===== src/rtl/as6501_lvds_tx_if.sv =====
// Result-word stream into the AS6501 LVDS transmit model.
// Master drives word/valid, slave returns ready.
interface as6501_lvds_tx_if #(
  parameter int W = 22
) ();
  logic [W-1:0] s_tdata;
  logic         s_tvalid;
  logic         s_tready;

  modport master (
    output s_tdata,
    output s_tvalid,
    input  s_tready
  );

  modport slave (
    input  s_tdata,
    input  s_tvalid,
    output s_tready
  );
endinterface


===== src/rtl/as6501_lvds_tx.sv =====
// AS6501 LVDS result-link transmitter: input FIFO plus
// MSB-first SDR serializer with frame marker and IRQ.
module as6501_lvds_tx #(
  parameter int INDEX_W    = 8,
  parameter int STOP_W     = 14,
  parameter int FRAME_LEN  = 8,
  parameter int GAP        = 2,
  parameter int FIFO_DEPTH = 4
) (
  input  logic                lclk_i,
  input  logic                lrstn_i,
  input  logic                enable_i,
  as6501_lvds_tx_if.slave     s,
  output logic                frame_o,
  output logic                sdi_o,
  output logic                interrupt_o,
  output logic                busy_o,
  output logic [15:0]         word_count_o
);

  localparam int W  = INDEX_W + STOP_W;
  localparam int AW = $clog2(FIFO_DEPTH);
  localparam int CW = $clog2(W);
  localparam int GW = 4;

  localparam logic [AW:0]   FULL_CNT = (AW+1)'(FIFO_DEPTH);
  localparam logic [CW-1:0] LAST_IDX = CW'(W - 1);
  // frame stays high while bcnt is in the top FRAME_LEN positions
  localparam logic [CW-1:0] FR_TH    = CW'(W - FRAME_LEN);

  typedef enum logic [1:0] {
    ST_IDLE,
    ST_SHIFT,
    ST_GAP
  } state_t;

  state_t          state, state_n;
  logic [W-1:0]    mem [FIFO_DEPTH];
  logic [AW-1:0]   wptr, rptr;
  logic [AW:0]     cnt, cnt_n;
  logic [W-1:0]    sh, sh_n;
  logic [CW-1:0]   bcnt, bcnt_n;
  logic [GW-1:0]   gcnt, gcnt_n;
  logic            push, pop;
  logic            load, last, start;
  logic            done_q;
  logic [15:0]     word_cnt;

  assign push  = s.s_tvalid & s.s_tready;
  assign pop   = load;
  assign start = (cnt != '0) & enable_i;
  assign word_count_o = word_cnt;

  always_comb begin
    cnt_n = cnt;
    unique case ({push, pop})
      2'b10:   cnt_n = cnt + 1'b1;
      2'b01:   cnt_n = cnt - 1'b1;
      default: cnt_n = cnt;
    endcase
  end

  always_ff @(posedge lclk_i) begin
    if (push)
      mem[wptr] <= s.s_tdata;
  end

  always_comb begin
    state_n = state;
    sh_n    = sh;
    bcnt_n  = bcnt;
    gcnt_n  = gcnt;
    load    = 1'b0;
    last    = 1'b0;
    unique case (state)
      ST_IDLE: begin
        if (start)
          load = 1'b1;
      end
      ST_SHIFT: begin
        sh_n = {sh[W-2:0], 1'b0};
        if (bcnt == '0) begin
          last = 1'b1;
          if (GAP > 0) begin
            state_n = ST_GAP;
            gcnt_n  = GW'(GAP - 1);
          end else if (start) begin
            load = 1'b1;
          end else begin
            state_n = ST_IDLE;
          end
        end else begin
          bcnt_n = bcnt - 1'b1;
        end
      end
      ST_GAP: begin
        if (gcnt == '0) begin
          if (start)
            load = 1'b1;
          else
            state_n = ST_IDLE;
        end else begin
          gcnt_n = gcnt - 1'b1;
        end
      end
      default: state_n = ST_IDLE;
    endcase
    // a fresh word overrides the shift/gap updates above
    if (load) begin
      state_n = ST_SHIFT;
      sh_n    = mem[rptr];
      bcnt_n  = LAST_IDX;
    end
  end

  always_ff @(posedge lclk_i or negedge lrstn_i) begin
    if (!lrstn_i) begin
      state       <= ST_IDLE;
      sh          <= '0;
      bcnt        <= '0;
      gcnt        <= '0;
      wptr        <= '0;
      rptr        <= '0;
      cnt         <= '0;
      s.s_tready  <= 1'b0;
      frame_o     <= 1'b0;
      sdi_o       <= 1'b0;
      busy_o      <= 1'b0;
      interrupt_o <= 1'b0;
      done_q      <= 1'b0;
      word_cnt    <= '0;
    end else begin
      state       <= state_n;
      sh          <= sh_n;
      bcnt        <= bcnt_n;
      gcnt        <= gcnt_n;
      cnt         <= cnt_n;
      if (push)
        wptr <= wptr + 1'b1;
      if (pop)
        rptr <= rptr + 1'b1;
      s.s_tready  <= (cnt_n != FULL_CNT);
      sdi_o       <= (state == ST_SHIFT) & sh[W-1];
      frame_o     <= (state == ST_SHIFT) & (bcnt >= FR_TH);
      busy_o      <= (state_n != ST_IDLE);
      interrupt_o <= (cnt_n != '0) | (state_n != ST_IDLE);
      done_q      <= last;
      if (done_q)
        word_cnt <= word_cnt + 16'd1;
    end
  end

endmodule

===== src/flat_wrapper.sv =====
// flat-port wrapper written by rule: the top's interface ports become plain ports
module as6501_lvds_tx_flat 
#(
  parameter int INDEX_W    = 8,
  parameter int STOP_W     = 14,
  parameter int FRAME_LEN  = 8,
  parameter int GAP        = 2,
  parameter int FIFO_DEPTH = 4
)
  (lclk_i, lrstn_i, enable_i, frame_o, sdi_o, interrupt_o, busy_o, word_count_o, s_s_tdata, s_s_tvalid, s_s_tready);
  as6501_lvds_tx_if s_i ();
  input  logic lclk_i;
  input  logic lrstn_i;
  input  logic enable_i;
  output logic frame_o;
  output logic sdi_o;
  output logic interrupt_o;
  output logic busy_o;
  output logic [15:0] word_count_o;
  input wire logic [$bits(s_i.s_tdata)-1:0] s_s_tdata;
  input wire logic [$bits(s_i.s_tvalid)-1:0] s_s_tvalid;
  output wire logic [$bits(s_i.s_tready)-1:0] s_s_tready;
  assign s_i.s_tdata = s_s_tdata;
  assign s_i.s_tvalid = s_s_tvalid;
  assign s_s_tready = s_i.s_tready;
  as6501_lvds_tx #(.INDEX_W(INDEX_W), .STOP_W(STOP_W), .FRAME_LEN(FRAME_LEN), .GAP(GAP), .FIFO_DEPTH(FIFO_DEPTH)) u_core (.lclk_i(lclk_i), .lrstn_i(lrstn_i), .enable_i(enable_i), .s(s_i), .frame_o(frame_o), .sdi_o(sdi_o), .interrupt_o(interrupt_o), .busy_o(busy_o), .word_count_o(word_count_o));
endmodule

===== config.mk =====
export PLATFORM = sky130hd
export DESIGN_NAME = as6501_lvds_tx_flat
export DESIGN_NICKNAME = d
export VERILOG_FILES = /design/src/rtl/as6501_lvds_tx_if.sv /design/src/rtl/as6501_lvds_tx.sv /design/src/flat_wrapper.sv
export SDC_FILE = /design/constraint.sdc
export NUM_CORES = 1
export LEC_CHECK = 0
export CORE_UTILIZATION = 25
export CTS_CLUSTER_DIAMETER = 150
export DETAILED_ROUTE_END_ITERATION = 12
export GPL_ROUTABILITY_DRIVEN = 0
export RECOVER_POWER = 25
export SETUP_SLACK_MARGIN = 0.4
export SKIP_LAST_GASP = 1
export SYNTH_ARGS = -nofsm -noshare
export SYNTH_HDL_FRONTEND = slang
export SYNTH_SLANG_ARGS = --single-unit

===== constraint.sdc =====
create_clock -name lclk_i -period 4.3 [get_ports lclk_i]
set_input_delay 0.645 -clock lclk_i [delete_from_list [all_inputs] [get_ports lclk_i]]
set_output_delay 0.645 -clock lclk_i [all_outputs]
set_load 0.02 [all_outputs]

Word level (Yosys, flattened, before mapping)
Memories as Yosys holds them, arrays and structs flattened.
Cells that the tools add are included.
{"block": "word_totals", "memories": 1, "word_cells": 67, "ram_bits": 88, "input_bits": 26, "register_bits": 62, "out_inout_bits": 21}
{"block": "classes", "n_reduce_logical": 10, "bitwise_logic": 5, "n_addsub": 7, "muxes": 21, "magnitude_cmp": 1, "n_eq_ne": 8}
{"name": "u_core.mem", "depth": 4, "width": 22, "rd": 1, "rd_ports_with_merged_regs": 0, "wr": 1, "line_no": "as6501_lvds_tx.sv:38", "rtl": "logic [W-1:0] mem [FIFO_DEPTH];"}
{"op": "$mux W22", "n": 2}
{"op": "$add A16 B1 Y16 const B", "n": 1}
{"op": "$mux W5", "n": 3}
{"op": "$mux W2", "n": 4}
{"op": "$mux W4", "n": 2}
{"op": "$pmux W4 S2", "n": 1}
{"op": "$mux W1", "n": 6}
{"op": "$pmux W2 S3", "n": 1}
{"op": "$pmux W3 S2", "n": 1}
{"op": "$reduce_bool A2 Y1", "n": 3}
{"op": "$reduce_bool A3 Y1", "n": 2}
{"op": "$ge A5 B4 Y1 const B", "n": 1}
{"op": "$logic_not A5 Y1", "n": 1}
{"op": "$sub A5 B1 Y5 const B", "n": 1}
{"op": "$add A2 B1 Y2 const B", "n": 2}
{"op": "$and A1 B1 Y1", "n": 4}
{"op": "$eq A2 B1 Y1 const B", "n": 2}
{"op": "$eq A2 B2 Y1 const B", "n": 2}
{"op": "$logic_not A4 Y1", "n": 1}
{"op": "$ne A2 B1 Y1 const B", "n": 2}
{"op": "$sub A4 B1 Y4 const B", "n": 1}
{"op": "$add A3 B1 Y3 const B", "n": 1}
{"op": "$ne A3 B3 Y1 const B", "n": 1}
{"op": "$reduce_and A3 Y1", "n": 1}
{"op": "6 further kinds", "n": 6}

Longest topological paths before layout
{"block": "depth", "word_depth": 9, "mapped_depth": 12, "depth_no_buf": 11}

Worst setup path before layout
OpenSTA, ideal clock, no wires.
{"block": "synth_path", "path_kind": "register to register", "startpoint": "reg u_core.state[0]", "endpoint": "reg u_core.interrupt_o", "slack_ns": 1.295, "t_required_ns": 4.157, "t_arrival_ns": 2.862, "path_buffers": 1, "setup_time_ns": 0.143, "period_less_slack_ns": 3.005, "path_stages_with_launch": 12, "cell_sequence": "dfrtp_1 -> inv_1 -> clkbuf_1 -> ha_1 -> and4bb_2 -> o21ai_1 -> inv_1 -> ha_1 -> fa_1 -> mux2_2 -> nor2_1 -> nand4b_1"}
{"block": "synth_via", "elab_chain_cells": 6, "elab_cells_between_ends": 15, "cone_classes": "eq/ne (4); mux (7); bitwise (1); reduce/logical (3)"}
{"element": "start: declaration", "line_no": "as6501_lvds_tx.sv:37", "rtl": "state_t state, state_n;"}
{"element": "start signal: assignment", "line_no": "as6501_lvds_tx.sv:133", "rtl": "state <= state_n;"}
{"element": "$eq A2 B2 Y1 / $logic_not A2 Y1 (equally long branches)", "line_no": "as6501_lvds_tx.sv:75", "rtl": "unique case (state)"}
{"element": "$pmux W1 S2 (*)", "line_no": "as6501_lvds_tx.sv:75"}
{"element": "$eq A2 B1 Y1 / $eq A2 B2 Y1 (equally long branches)", "line_no": "as6501_lvds_tx.sv:56", "rtl": "unique case ({push, pop})"}
{"element": "$pmux W3 S2 (*)", "line_no": "as6501_lvds_tx.sv:56"}
{"element": "via u_core.cnt_n[1]", "line_no": "as6501_lvds_tx.sv:40", "rtl": "logic [AW:0] cnt, cnt_n;"}
{"element": "$reduce_bool A3 Y1 (*)", "line_no": "as6501_lvds_tx.sv:146", "rtl": "interrupt_o <= (cnt_n != '0) | (state_n != ST_IDLE);"}
{"element": "$or A1 B1 Y1 (*)", "line_no": "as6501_lvds_tx.sv:146"}
{"element": "end signal: assignment", "line_no": "as6501_lvds_tx.sv:146"}
{"element": "end: declaration", "line_no": "as6501_lvds_tx.sv:16", "rtl": "output logic interrupt_o,"}
The timed path passes the listed nets; every way through them passes the cells marked *.
A chain may end at the register's enable or synchronous reset.

Worst setup path after layout
{"block": "layout_path", "startpoint": "reg u_core.state[1]", "endpoint": "reg u_core.interrupt_o"}
Same word-level chain as after synthesis.

==> reports/metrics.yaml <==
synthesis:
  synthSimpleGateAreaFrac_pct: 7.36
  ys_seq_area_share_pct: 64.3
  synth-edff-count: 88
  synth_compound_area_share_pct: 11.2
  synth.area.top_cells: "edfxtp_1 40%, dfrtp_1 24%, mux4_2 7.6%"
  synth.area.mux_share_pct: 8.74
  yosysMostFrequentCell: "edfxtp_1"
  syn_inst: 449
  ys_ff_latch: 150
  yosys_most_used_dff: "edfxtp_1"
  ys_types: 52
  yosysWarnings: 0
  synth-xor-area-share_pct: 3.09
  yosysTopAreaCell: "edfxtp_1"
  synth_common_cells: "88 x edfxtp_1, 62 x dfrtp_1, 32 x nand2_1, 22 x clkbuf_1, 22 x mux4_2"
  async_flop_share_pct: 41.3
  synth_top_area_share_pct: 40.5
  syn_nets: 490
  synth_area_um2: 6530
  yosys.area_share.adder_pct: 2.99
  synth_top_family_by_area: "compound AO/OA/AOI/OAI gates"
  syn_area_per_cell_um2: 14.5
placed_design:
  hpwl_um: 8330
  io_buffers: 46
  place_inst: 808
setup_path:
  crit_buf_inv: 1
  cp-startpoint: "u_core.state[1]"
  crit_family: "adder cells"
  cpPeakStageDelay_ns: 0.66
  critPathRequiredTime_ns: 4.56
  cp-end-kind: "flop"
  ff2ff_path_depth: 9
  cp_cell_sequence: "ha_1 -> and4bb_2 -> o21ai_4 -> inv_1 -> ha_1 -> fa_1 -> mux2_2 -> nor2_1 -> nand4b_1"
  worstReg2RegEnd: "u_core.interrupt_o"
  path_max_fanout: 31
  r2r_slack_ns: 0.69
  slowest_stage: "o21ai_4"
  worst-setup-path-type: "flop to flop"
  r2r_start: "u_core.state[1]"
  critPathArrivalTime_ns: 3.87
  start_kind: "flop"
  cp_num_cells: 9
  cp_common_cell: "ha_1"
timing:
  period_share_pct: 84.0
  relSlewSlack_pct: -27.1
  grt_setup_unrepaired: "false"
  worstMarginPinSlew_ns: 1.91
  setup_viol: 0
  slew_viol_final: 35
  setup_tns_ns: 0
  max_freq_mhz: 277
  fin_worst_skew_ns: 0.00856
  fin_crit_ns: 3.61
  finalHoldViolCount: 0
hold_path:
  min_path_type: "flop to flop"
  whs_path_depth: 2
  hp-start: "u_core.sh[18]"
  hold_end: "u_core.sh[18]"
finish:
  num-fill-cells: 2518
  drive_gt1_share_pct: 14.3
  instances_no_fill: 839
  finalNetCount: 538
  n_antenna_cell: 0
  area_delta_synth_final_pct: 21.7
  final_core_utilization_pct: 31.3
floorplanning:
  die_w_um: 164
  rows: 58
  coreArea_um2: 25400
  initial_core_util_pct: 25.7
  die_h_um: 164
  pin_count: 47
  design.die.area_um2: 26800
route:
  wl_per_cell_um: 16.1
  via_per_inst: 4.70
  via_count: 3947
  dr.first_iter.drc_count: 346
  wl_um: 13500
  final_antenna_net_count: 0
  drc: 0
  dr.pass1.iters: 5
outcome:
  status: "finished, violations left"
  failed_checks: "capacitance limit, slew limit"
grt:
  grt_pass1_vias: 4169
  grt_pass1_wl_um: 22000
  grt_overflow_total: 0
  antenna_found_initial: 0
  grt_max_degree: 35
  grt_usage_pct: 10.7
power_and_ir_drop:
  clkPwrFrac_pct: 28.4
  intPower_mw: 3.42
  peakVddDrop_v: 0.000267
  swShare_pct: 32.8
  cellLeakagePower_nw: 3.08
  power.combinational.fraction_pct: 29.7
  pwr-share-seq_pct: 41.9
  power_density_nw_per_um2: 641
  switchingPower_mw: 1.67
clock_tree:
  clock_path_buffers: 2
  clk_latency_ns: 0.41
  htreeDepth: 4
  cts_setup_buffers: 0
  cts_tree: "done"
  cts_buffers: 17
  postCtsHoldBufs: 0
  root_buffer: "clkbuf_16"
  clock-sinks: 150
  clk_pin_slew_ns: 0.06
  cts_resized: 1
job:
  drv_cap: 1
## kinds of logic after synthesis
| family | Yosys count |
|---|---|
| multiplexers | 29 |
| flip-flops | 150 |
| XOR/XNOR | 23 |
| buffers and inverters | 39 |
| adder cells (fa/ha/maj) | 15 |
| AND/OR/NAND/NOR | 92 |
| AO/OA/AOI/OAI | 101 |
## worst max path at each step
stage	to	slack [ns]
after global routing	u_core.interrupt_o	0.47
after floorplan	u_core.interrupt_o	1.30
after CTS	u_core.interrupt_o	0.72
final	u_core.interrupt_o	0.69
after global placement	u_core.interrupt_o	0.54
after detailed placement	u_core.interrupt_o	0.33
## power groups by stage
stage / Sequential, mW / Combinational [mW] / Clock, mW
3_3_place_gp: 2.13 / 1.47 / 0
6_report: 2.13 / 1.51 / 1.45
2_1_floorplan: 2.09 / 1.10 / 0
4_1_cts: 2.13 / 1.54 / 1.48
5_1_grt: 2.17 / 1.67 / 1.55
3_5_place_dp: 2.16 / 1.52 / 0
## registers in the layout, summed over array words and instances (netlist names)
| name | flops |
|---|---|
| u_core.s.s_tready | 1 |
| u_core.bcnt | 5 |
| u_core.interrupt_o | 1 |
| u_core.rptr | 2 |
| u_core.gcnt | 4 |
| u_core.busy_o | 1 |
| u_core.word_count_o | 16 |
| u_core.wptr | 2 |
| u_core.sdi_o | 1 |
| u_core.sh | 22 |
| u_core.state | 2 |
| u_core.mem | 88 |
| u_core.frame_o | 1 |
| u_core.cnt | 3 |
| u_core.done_q | 1 |
## area by class of cell
class / count / area [µm²] / share of cell area, %
Multi-Input combinational cell: 260 / 2190 / 27.5
Sequential cell: 150 / 4190 / 52.8
Tap cell: 330 / 413 / 5.20
Timing Repair Buffer: 55 / 522 / 6.57
Clock inverter: 14 / 151 / 1.91
Clock buffer: 17 / 425 / 5.36
Inverter: 13 / 48.8 / 0.614
## placed cells by master (no fill, tap or decap), types with 3 or more instances in the layout
cell             count
edfxtp_1            88
dfrtp_1             62
clkdlybuf4s50_1     33
nand2_1             32
mux4_2              22
o21ai_0             21
xnor2_1             20
o211a_1             20
a21oi_1             20
a31oi_1             20
clkbuf_16           17
nor2_1              14
ha_1                14
inv_1               13
dlygate4sd3_1       12
buf_4                9
and3_1               8
nand3_1              8
nand4_1              4
nor3_1               4
clkinv_4             4
mux2_2               3
xor2_1               3
o31ai_1              3
mux2i_1              3
o21a_1               3
and4_1               3
clkinv_1             3
inv_6                3
## per-stage QoR
stage / total power [mW] / setup WS [ns] / hold slack [ns] / cell area (µm²)
floorplan: 3.19 / 1.30 / 0.349 / 6530
global placement: 3.60 / 0.542 / 0.463 / 7360
detailed placement: 3.68 / 0.330 / 0.471 / 7360
CTS: 5.15 / 0.719 / 0.343 / 7940
global route: 5.40 / 0.475 / 0.501 / 7940
finish: 5.09 / 0.688 / 0.479 / 7940
## tightest hold or removal path: cells and delay by family (launching register included)
| kind | cells | cell delay [ns] |
|---|---|---|
| simple gates | 1 | 0.05 |
| flops | 1 | 0.34 |
| compound gates | 1 | 0.06 |
## metal layers
layer	share of wire, %	GRT usage, %	up-vias	wire length [µm]
met1	44	13.1	2030	5930
met2	52	18.3	88	6960
li1	-	-	1819	-
met4	1.1	3.66	0	147
met5	0	0	-	0
met3	3.3	2.67	10	443
Power figures use the tool's default switching activity.
